`config.mk`:
```
export PLATFORM = sky130hd
export DESIGN_NAME = mdu_iterative
export DESIGN_NICKNAME = d
export VERILOG_FILES = /design/src/rtl/mdu_iterative.sv
export SDC_FILE = /design/constraint.sdc
export NUM_CORES = 1
export LEC_CHECK = 0
export BUFFER_PORTS_ARGS = -buffer_cell sky130_fd_sc_hd__buf_4
export CORE_MARGIN = 2
export CORE_UTILIZATION = 48
export DETAILED_ROUTE_END_ITERATION = 6
export PLACE_DENSITY = 0.63
export SLEW_MARGIN = 15
export SYNTH_ARGS = -nofsm -noshare
export SYNTH_HDL_FRONTEND = slang
export SYNTH_SLANG_ARGS = --single-unit
```
`constraint.sdc`:
```
create_clock -name clk -period 7.2 [get_ports clk]
set_input_delay 0.36 -clock clk [delete_from_list [all_inputs] [get_ports clk]]
set_output_delay 0.36 -clock clk [all_outputs]
set_load 0.005 [all_outputs]
```
`src/rtl/mdu_iterative.sv`:
```
// Iterative RV32M multiply/divide unit: shift-add multiplier and restoring divider
// sharing one 2N-bit working register, with single-cycle handling of division specials.
module mdu_iterative #(
   parameter int unsigned DATA_WIDTH = 32
) (
   input  logic                  clk,
   input  logic                  rst_n,
   input  logic                  start,
   input  logic [2:0]            funct3,
   input  logic [DATA_WIDTH-1:0] op_a,
   input  logic [DATA_WIDTH-1:0] op_b,
   output logic                  busy,
   output logic                  done,
   output logic [DATA_WIDTH-1:0] result
);

   localparam int unsigned N  = DATA_WIDTH;
   localparam int unsigned CW = (N > 1) ? $clog2(N) : 1;
   localparam logic [CW-1:0] LastCount = CW'(N - 1);

   typedef enum logic [1:0] {StIdle, StCalc, StFix} state_e;

   state_e          state_q;
   logic [2:0]      op_q;
   logic            neg_a_q;
   logic            neg_b_q;
   logic [N-1:0]    opnd_q;
   logic [2*N-1:0]  work_q;
   logic [CW-1:0]   count_q;
   logic            done_q;
   logic [N-1:0]    result_q;

   // Accept-time decode
   logic            signed_a, signed_b, in_neg_a, in_neg_b, is_div, div_zero, div_ovf;
   logic [N-1:0]    in_mag_a, in_mag_b, fast_result;

   always_comb begin
      signed_a = (funct3 == 3'b001) || (funct3 == 3'b010) ||
                 (funct3 == 3'b100) || (funct3 == 3'b110);
      signed_b = (funct3 == 3'b001) || (funct3 == 3'b100) || (funct3 == 3'b110);
      in_neg_a = signed_a & op_a[N-1];
      in_neg_b = signed_b & op_b[N-1];
      in_mag_a = in_neg_a ? -op_a : op_a;
      in_mag_b = in_neg_b ? -op_b : op_b;
      is_div   = funct3[2];
      div_zero = (op_b == '0);
      div_ovf  = !funct3[0] && (op_a == {1'b1, {(N-1){1'b0}}}) && (op_b == '1);
      if (div_zero) begin
         fast_result = funct3[1] ? op_a : '1;
      end else begin
         fast_result = funct3[1] ? '0 : op_a;
      end
   end

   // One iteration of each algorithm; opnd_q is the multiplicand or the divisor
   logic [N:0]      mul_sum, rem_shift, diff;
   logic [2*N-1:0]  mul_next, div_next;

   always_comb begin
      mul_sum   = {1'b0, work_q[2*N-1:N]} + {1'b0, opnd_q};
      mul_next  = work_q[0] ? {mul_sum, work_q[N-1:1]} : {1'b0, work_q[2*N-1:1]};
      rem_shift = work_q[2*N-1:N-1];
      diff      = rem_shift - {1'b0, opnd_q};
      div_next  = diff[N] ? {rem_shift[N-1:0], work_q[N-2:0], 1'b0}
                          : {diff[N-1:0], work_q[N-2:0], 1'b1};
   end

   // Sign correction and result select
   logic [2*N-1:0]  prod;
   logic [N-1:0]    quot, rem, fix_result;

   always_comb begin
      prod = (neg_a_q ^ neg_b_q) ? -work_q : work_q;
      quot = (neg_a_q ^ neg_b_q) ? -work_q[N-1:0] : work_q[N-1:0];
      rem  = neg_a_q ? -work_q[2*N-1:N] : work_q[2*N-1:N];
      case (op_q)
         3'b000:                  fix_result = prod[N-1:0];
         3'b001, 3'b010, 3'b011:  fix_result = prod[2*N-1:N];
         3'b100, 3'b101:          fix_result = quot;
         default:                 fix_result = rem;
      endcase
   end

   always_ff @(posedge clk) begin
      if (!rst_n) begin
         state_q  <= StIdle;
         op_q     <= '0;
         neg_a_q  <= 1'b0;
         neg_b_q  <= 1'b0;
         opnd_q   <= '0;
         work_q   <= '0;
         count_q  <= '0;
         done_q   <= 1'b0;
         result_q <= '0;
      end else begin
         done_q <= 1'b0;
         case (state_q)
            StIdle: begin
               if (start) begin
                  if (is_div && (div_zero || div_ovf)) begin
                     result_q <= fast_result;
                     done_q   <= 1'b1;
                  end else begin
                     op_q    <= funct3;
                     neg_a_q <= in_neg_a;
                     neg_b_q <= in_neg_b;
                     opnd_q  <= is_div ? in_mag_b : in_mag_a;
                     work_q  <= {{N{1'b0}}, (is_div ? in_mag_a : in_mag_b)};
                     count_q <= '0;
                     state_q <= StCalc;
                  end
               end
            end
            StCalc: begin
               work_q  <= op_q[2] ? div_next : mul_next;
               count_q <= count_q + CW'(1);
               if (count_q == LastCount) state_q <= StFix;
            end
            StFix: begin
               result_q <= fix_result;
               done_q   <= 1'b1;
               state_q  <= StIdle;
            end
            default: state_q <= StIdle;
         endcase
      end
   end

   assign busy   = (state_q != StIdle);
   assign done   = done_q;
   assign result = result_q;

endmodule
```
# --- After elaboration in Yosys (flattened, before gate mapping) ---
# Index checks and enable logic that the tools add are counted.
word_totals:
  reg_bits: 141
  latchBits: 0
  ramBits: 0
  rom_bits: 0
  input_bits: 70
  out_inout_bits: 34
  n_memories: 0
classes:
  n_addsub: 8
  mul: 0
  n_div: 0
  n_lt_le_gt_ge: 0
  eq_ne: 18
  shift: 0
  n_mux: 30
  bitwise_logic: 4
  n_reduce_logical: 22
ops:
  columns: ["operator", "n"]
  rows:
  - ["$mux W64", 6]
  - ["$mux W32", 11]
  - ["$neg A32 Y32", 4]
  - ["$pmux W64 S2", 1]
  - ["$pmux W32 S3", 1]
  - ["$eq A32 B32 Y1 const B", 2]
  - ["$neg A64 Y64", 1]
  - ["$pmux W32 S2", 1]
  - ["$add A32 B32 Y33", 1]
  - ["$sub A33 B32 Y33", 1]
  - ["$logic_not A32 Y1", 1]
  - ["$eq A3 B3 Y1 const B", 4]
  - ["$reduce_and A3 Y1", 4]
  - ["$mux W5", 2]
  - ["$pmux W5 S2", 1]
  - ["$eq A3 B2 Y1 const B", 3]
  - ["$ne A2 B2 Y1 const B", 4]
  - ["$eq A3 B1 Y1 const B", 2]
  - ["$logic_or A1 B1 Y1", 6]
  - ["$mux W2", 3]
  - ["$reduce_bool A2 Y1", 3]
  - ["$add A5 B1 Y5 const B", 1]
  - ["$eq A5 B5 Y1 const B", 1]
  - ["$pmux W2 S2", 1]
  - ["other kinds (13)", 17]

# --- Logic depth before layout (Yosys ltp) ---
logic_depth:
  ltp_word: 10
  mapped_depth: 14
  mapped_depth_nobuf: 12

# --- Worst setup path before layout ---
# No wires, ideal clock.
synth_path:
  path_kind: "flip-flop to flip-flop"
  from: "register work_q[31]"
  to: "register work_q[46]"
  t_arrival_ns: 3.132
  required_ns: 7.065
  path_slack_ns: 3.933
  path_stages_with_launch: 14
  path_buffers: 1
  period_less_slack_ns: 3.267
  cell_sequence: "dfxtp_1 inv_1 ha_1 fa_1 nand2b_1 a21o_1 a21o_1 a2111oi_1 o21a_1 nor3_2 nor2_1 buf_4 mux2i_1 o221ai_1"
synth_via:
  elab_chain_cells: 4
synth_lines:
  columns: ["element", "line_no", "text"]
  rows:
  - ["start, declared", "28", "logic [2*N-1:0] work_q;"]
  - ["start signal, assigned", "108", "work_q <= {{N{1'b0}}, (is_div ? in_mag_a : in_mag_b)};"]
  - ["start signal, assigned", "115", "work_q <= op_q[2] ? div_next : mul_next;"]
  - ["$sub A33 B32 Y33", "63", "diff = rem_shift - {1'b0, opnd_q};"]
  - ["$mux W64", "64", "div_next = diff[N] ? {rem_shift[N-1:0], work_q[N-2:0], 1'b0}"]
  - ["$mux W64", "115", null]
  - ["$pmux W64 S2", "97", "case (state_q)"]
# Every way passes these cells.
# A chain may end at the register's enable or synchronous reset.

# --- Final worst setup path ---
layout_path:
  from: "register work_q[32]"
  to: "register work_q[53]"
layout_via:
  elab_chain_cells: 4
  elab_cells_between_ends: 6
layout_lines:
  columns: ["element", "line_no"]
  rows:
  - ["$sub A33 B32 Y33 or $add A32 B32 Y33 (tied branches)", "63, 60"]
  - ["$mux W64 (on tied branches)", "64, 61"]
  - ["$mux W64 (*)", "115"]
  - ["$pmux W64 S2 (*)", "97"]
# Every way passes the cells marked *; elsewhere a longest branch is shown, timed or not.

==> results.md <==
Run status:
- The flow ran to the end, and the final reports show no timing, DRC or antenna violations.

STA:
- Summed over all failing endpoints, the final setup total negative slack is 0 ps.
- The maximum operating frequency is about 210 MHz.
- In the finished design, the share of the clock period the worst path needs comes to 0.655.
- The count of pins over their slew limit was 0.
- The number of hold-slack violations in the final timing report is 0.
- The slew of the pin with the lowest slew margin is 1270 ps.
- The routed design could run at a clock period as short as 4710 ps.
- Across all hold checks on the routed design, the worst slack comes to 297 ps.
- Headroom to the max-slew limit came out at 0.152.
- Setup repair after global routing left no endpoint under its margin.
- Setup violations remaining at the end of the flow were counted as 0.
- The clock arrives with between 10 and 15 ps of skew.

GRT:
- Summed over all layers, the global routing overflow is 0.
- The wire length of the first global-routing pass is roughly 97,000 um.
- The via count of the first global-routing pass is 15,600.
- For this run, the total global-route usage over all layers was measured as 0.377.
- Entering global routing, the biggest net connects 98 pins.
- The number of antenna violations at the first check in global routing is 0.

Logic synthesis:
- Dividing the synthesized area by the synthesized cell count gives about 7.0 um^2.
- Synthesis instantiated between 80 and 90 different standard cells from the library.
- Synthesis produced roughly 2,200 cells.
- For this run, the number of Yosys warnings is 0.
- The number of synthesized register bits is approximately 140.
- The post-synthesis async set-or-reset flop share is 0.
- The net count after synthesis is 2,349.
- The register area share after synthesis is 0.182.
- The share of synthesized area in the top cell type comes to 0.182.
- The prevailing post-synth register cell is dfxtp_1.
- Sorting the synthesized cells by area gives the leading types as dfxtp_1 18%, a21oi_1 7.0%, o21ai_0 6.5%, nand2_1 5.9%, ha_1 5.7%.
- Of all cell types, the one taking the most synthesized area is dfxtp_1.
- The post-synthesis instance area is approximately 0.015 mm^2.
- In this run, synthesis inferred 0 flip-flops with an integrated enable.

Pwr:
- Dividing total power by cell area gives a power density of around 170 mW/mm^2.
- The total power after layout is ~3 mW.
- The cell leakage power is around 6.6 nW.
- Across the VDD grid, the largest voltage drop is about 0.00013 V.

Job:
- The max-capacitance violation count is 0.

Layout:
- The layout overhead on the synthesized area is 9.19%.
- The final layout contains around 2,300 nets.
- The number of cells in the finished layout apart from fillers is around 2,600.
- In the final layout, the share of cells above drive strength 1 is 0.103.
- The number of diodes added for antenna fixing is 0.

Clocking:
- The number of setup buffers added after CTS is 0.
- For this design, the CTS-stage hold fixing added 0 buffers.
- Once the clock tree was built, the resizer swapped 0 gates to a different size.
- The number of buffers inserted during clock tree synthesis is 17.
- The deepest level of the CTS H-tree is 4.
- After clock tree synthesis, the clock-pin slew on the worst setup and hold paths is 70 ps.
- The maximum root-to-sink buffer count is 2.
- The clock network latency to the later pin of the worst-skew pair is around 450 ps.
- TritonCTS built the clock tree.
- For this design, the sink count on the clock tree is around 140.
- The clock root buffer is clkbuf_16.

Drt:
- The final routed DRC violation total is 0.
- In the routed layout, each cell is associated on average with a via count of 6.54.
- The routed wirelength normalized by instance count is about 24 um.
- The number of iterations in the first detailed-routing pass is 6.
- The overall routed net length is around 63,000 um.
- The violation count after the first detailed-route iteration is 1,925.
- The routed via count is roughly 17,000.
- The post-route antenna net violation count is 0.

Worst hold path:
- The worst hold path was traced through 3 stages.
- The destination of the worst hold path is op_q[0].
- The launch instance of the worst min-delay path is funct3[0].
- The kind of path behind the tightest hold check is primary input to register.

Worst setup path:
- The setup slack on the worst flop-to-flop path is roughly 2500 ps.
- The worst register-to-register path begins at work_q[32].
- In this run the worst path has a maximum fanout of 18.
- STA classifies the critical path endpoint as a register.
- For the worst setup path, the data required time is 7540 ps.
- The number of cell instances on the worst register-to-register path is 12.
- STA puts the critical path data arrival time at 5050 ps.
- The worst setup path is of the register to register kind.
- The worst setup path is launched from a register.
- The worst register-to-register path ends at work_q[53].

Placement:
- The number of input and output port buffers inserted is approximately 100.
- Summed over all nets, the half-perimeter wirelength after detailed placement is 49,100 um.
- The total instance count after detailed placement is around 2,600.
- The weighted congestion at the end of routability-driven global placement is ~0.97.

Die:
- The number of top-level pins is roughly 100.
- Measured along the y axis, the die boundary spans approximately 180 um.
- The area inside the core boundary is approximately 0.032 mm^2.
- The number of cell rows is 65.
- The die is ~180 um wide.
- The die covers approximately 0.034 mm^2.
- The initial core utilization is 0.489.
-- cell usage after synthesis, types with 54 or more instances --
library cell and n:
o21ai_0 201, xor2_1 79, a211oi_1 54, xnor2_1 87, dfxtp_1 141, nor3_1 67
nand2_1 245, inv_1 69, nor2_1 167, a21oi_1 215, clkbuf_1 125, ha_1 71
-- cell families after synthesis --
logic type | share of synthesized area
multiplexers | 0.0514
AO/OA/AOI/OAI | 0.307
flip-flops | 0.182
XOR/XNOR | 0.0940
buffers and inverters | 0.0616
adder cells (fa/ha/maj) | 0.0742
AND/OR/NAND/NOR | 0.229
-- how the worst max path moves through the flow --
stage               slack (ps)  cells after the start        from         end
global route              2410                     12  work_q[32]  work_q[40]
CTS                       2600                     12  work_q[32]  work_q[53]
global placement          2720                     12  work_q[32]  work_q[53]
finish                    2490                     12  work_q[32]  work_q[53]
floorplan                 3930                     13  work_q[31]  work_q[46]
detailed placement        2620                     12  work_q[32]  work_q[53]
-- layout make-up --
cell class | instances | area [um^2]
Inverter | 70 | 263
Multi-Input combinational cell | 1827 | 11700
Clock buffer | 18 | 439
Tap cell | 402 | 503
Sequential cell | 141 | 2830
Fill cell | 3198 | 14700
Clock inverter | 14 | 144
Timing Repair Buffer | 132 | 991
-- metrics by stage --
stage / instance area (um^2) / setup WS (ps) / util
2_1_floorplan: 15500 / 3930 / -
5_1_grt: 16900 / 2410 / 0.534
4_1_cts: 16900 / 2600 / 0.534
3_3_place_gp: 16300 / 2720 / 0.516
6_report: 16900 / 2490 / 0.534
3_5_place_dp: 16300 / 2620 / 0.516
-- critical path, stage by stage, from the launching register on --
cell and delay, ps:
dfxtp_1 540, inv_1 200, fa_1 460, nand2b_1 180
a21o_1 200, a21o_1 200, a2111oi_1 920, o21a_1 320
o21a_1 710, nor2_1 110, buf_4 260, mux2i_1 150
a221o_1 330
-- flip-flops by register name (all words and copies together), names as in the netlist --
register,count
neg_a_q,1
state_q,2
opnd_q,32
count_q,5
neg_b_q,1
done,1
result,32
op_q,3
work_q,64
-- layout by cell type, fill, tap and decap left out, types with 6 or more instances in the layout --
cell type and n:
inv_1 69, or2_2 8, xor2_1 79, mux2i_1 49, a31oi_1 35, o221ai_1 14
clkbuf_16 17, o21a_1 21, a32o_1 7, nand2b_1 19, o211ai_1 44, and2_1 15
or3_1 20, xnor2_1 86, nor2b_1 41, nand4_1 28, o31ai_1 29, maj3_1 22
o41ai_1 9, mux2_2 27, buf_4 132, o21ai_0 200, nor2_1 166, nor3_1 67
dfxtp_1 139, o2111ai_1 6, nand2_1 245, and3_1 34, a21oi_1 215, o22ai_1 14
ha_1 71, a21boi_0 11, or4_1 14, inv_8 6, a211oi_1 54, nand3_1 35
a21o_1 22
-- per-layer routing --
layer,share of wire,up-vias,global-route usage
li1,-,8034,-
met4,0.046,0,0.164
met2,0.45,760,0.607
met5,0,-,0
met1,0.42,8118,0.501
met3,0.077,127,0.0576
-- where the power goes --
part	total, mW	switching (mW)	internal [mW]
combinational	1.11	0.698	0.407
clock	0.907	0.435	0.472
sequential	0.918	0.0956	0.823
Note: power is estimated with default switching activity, not from simulation.
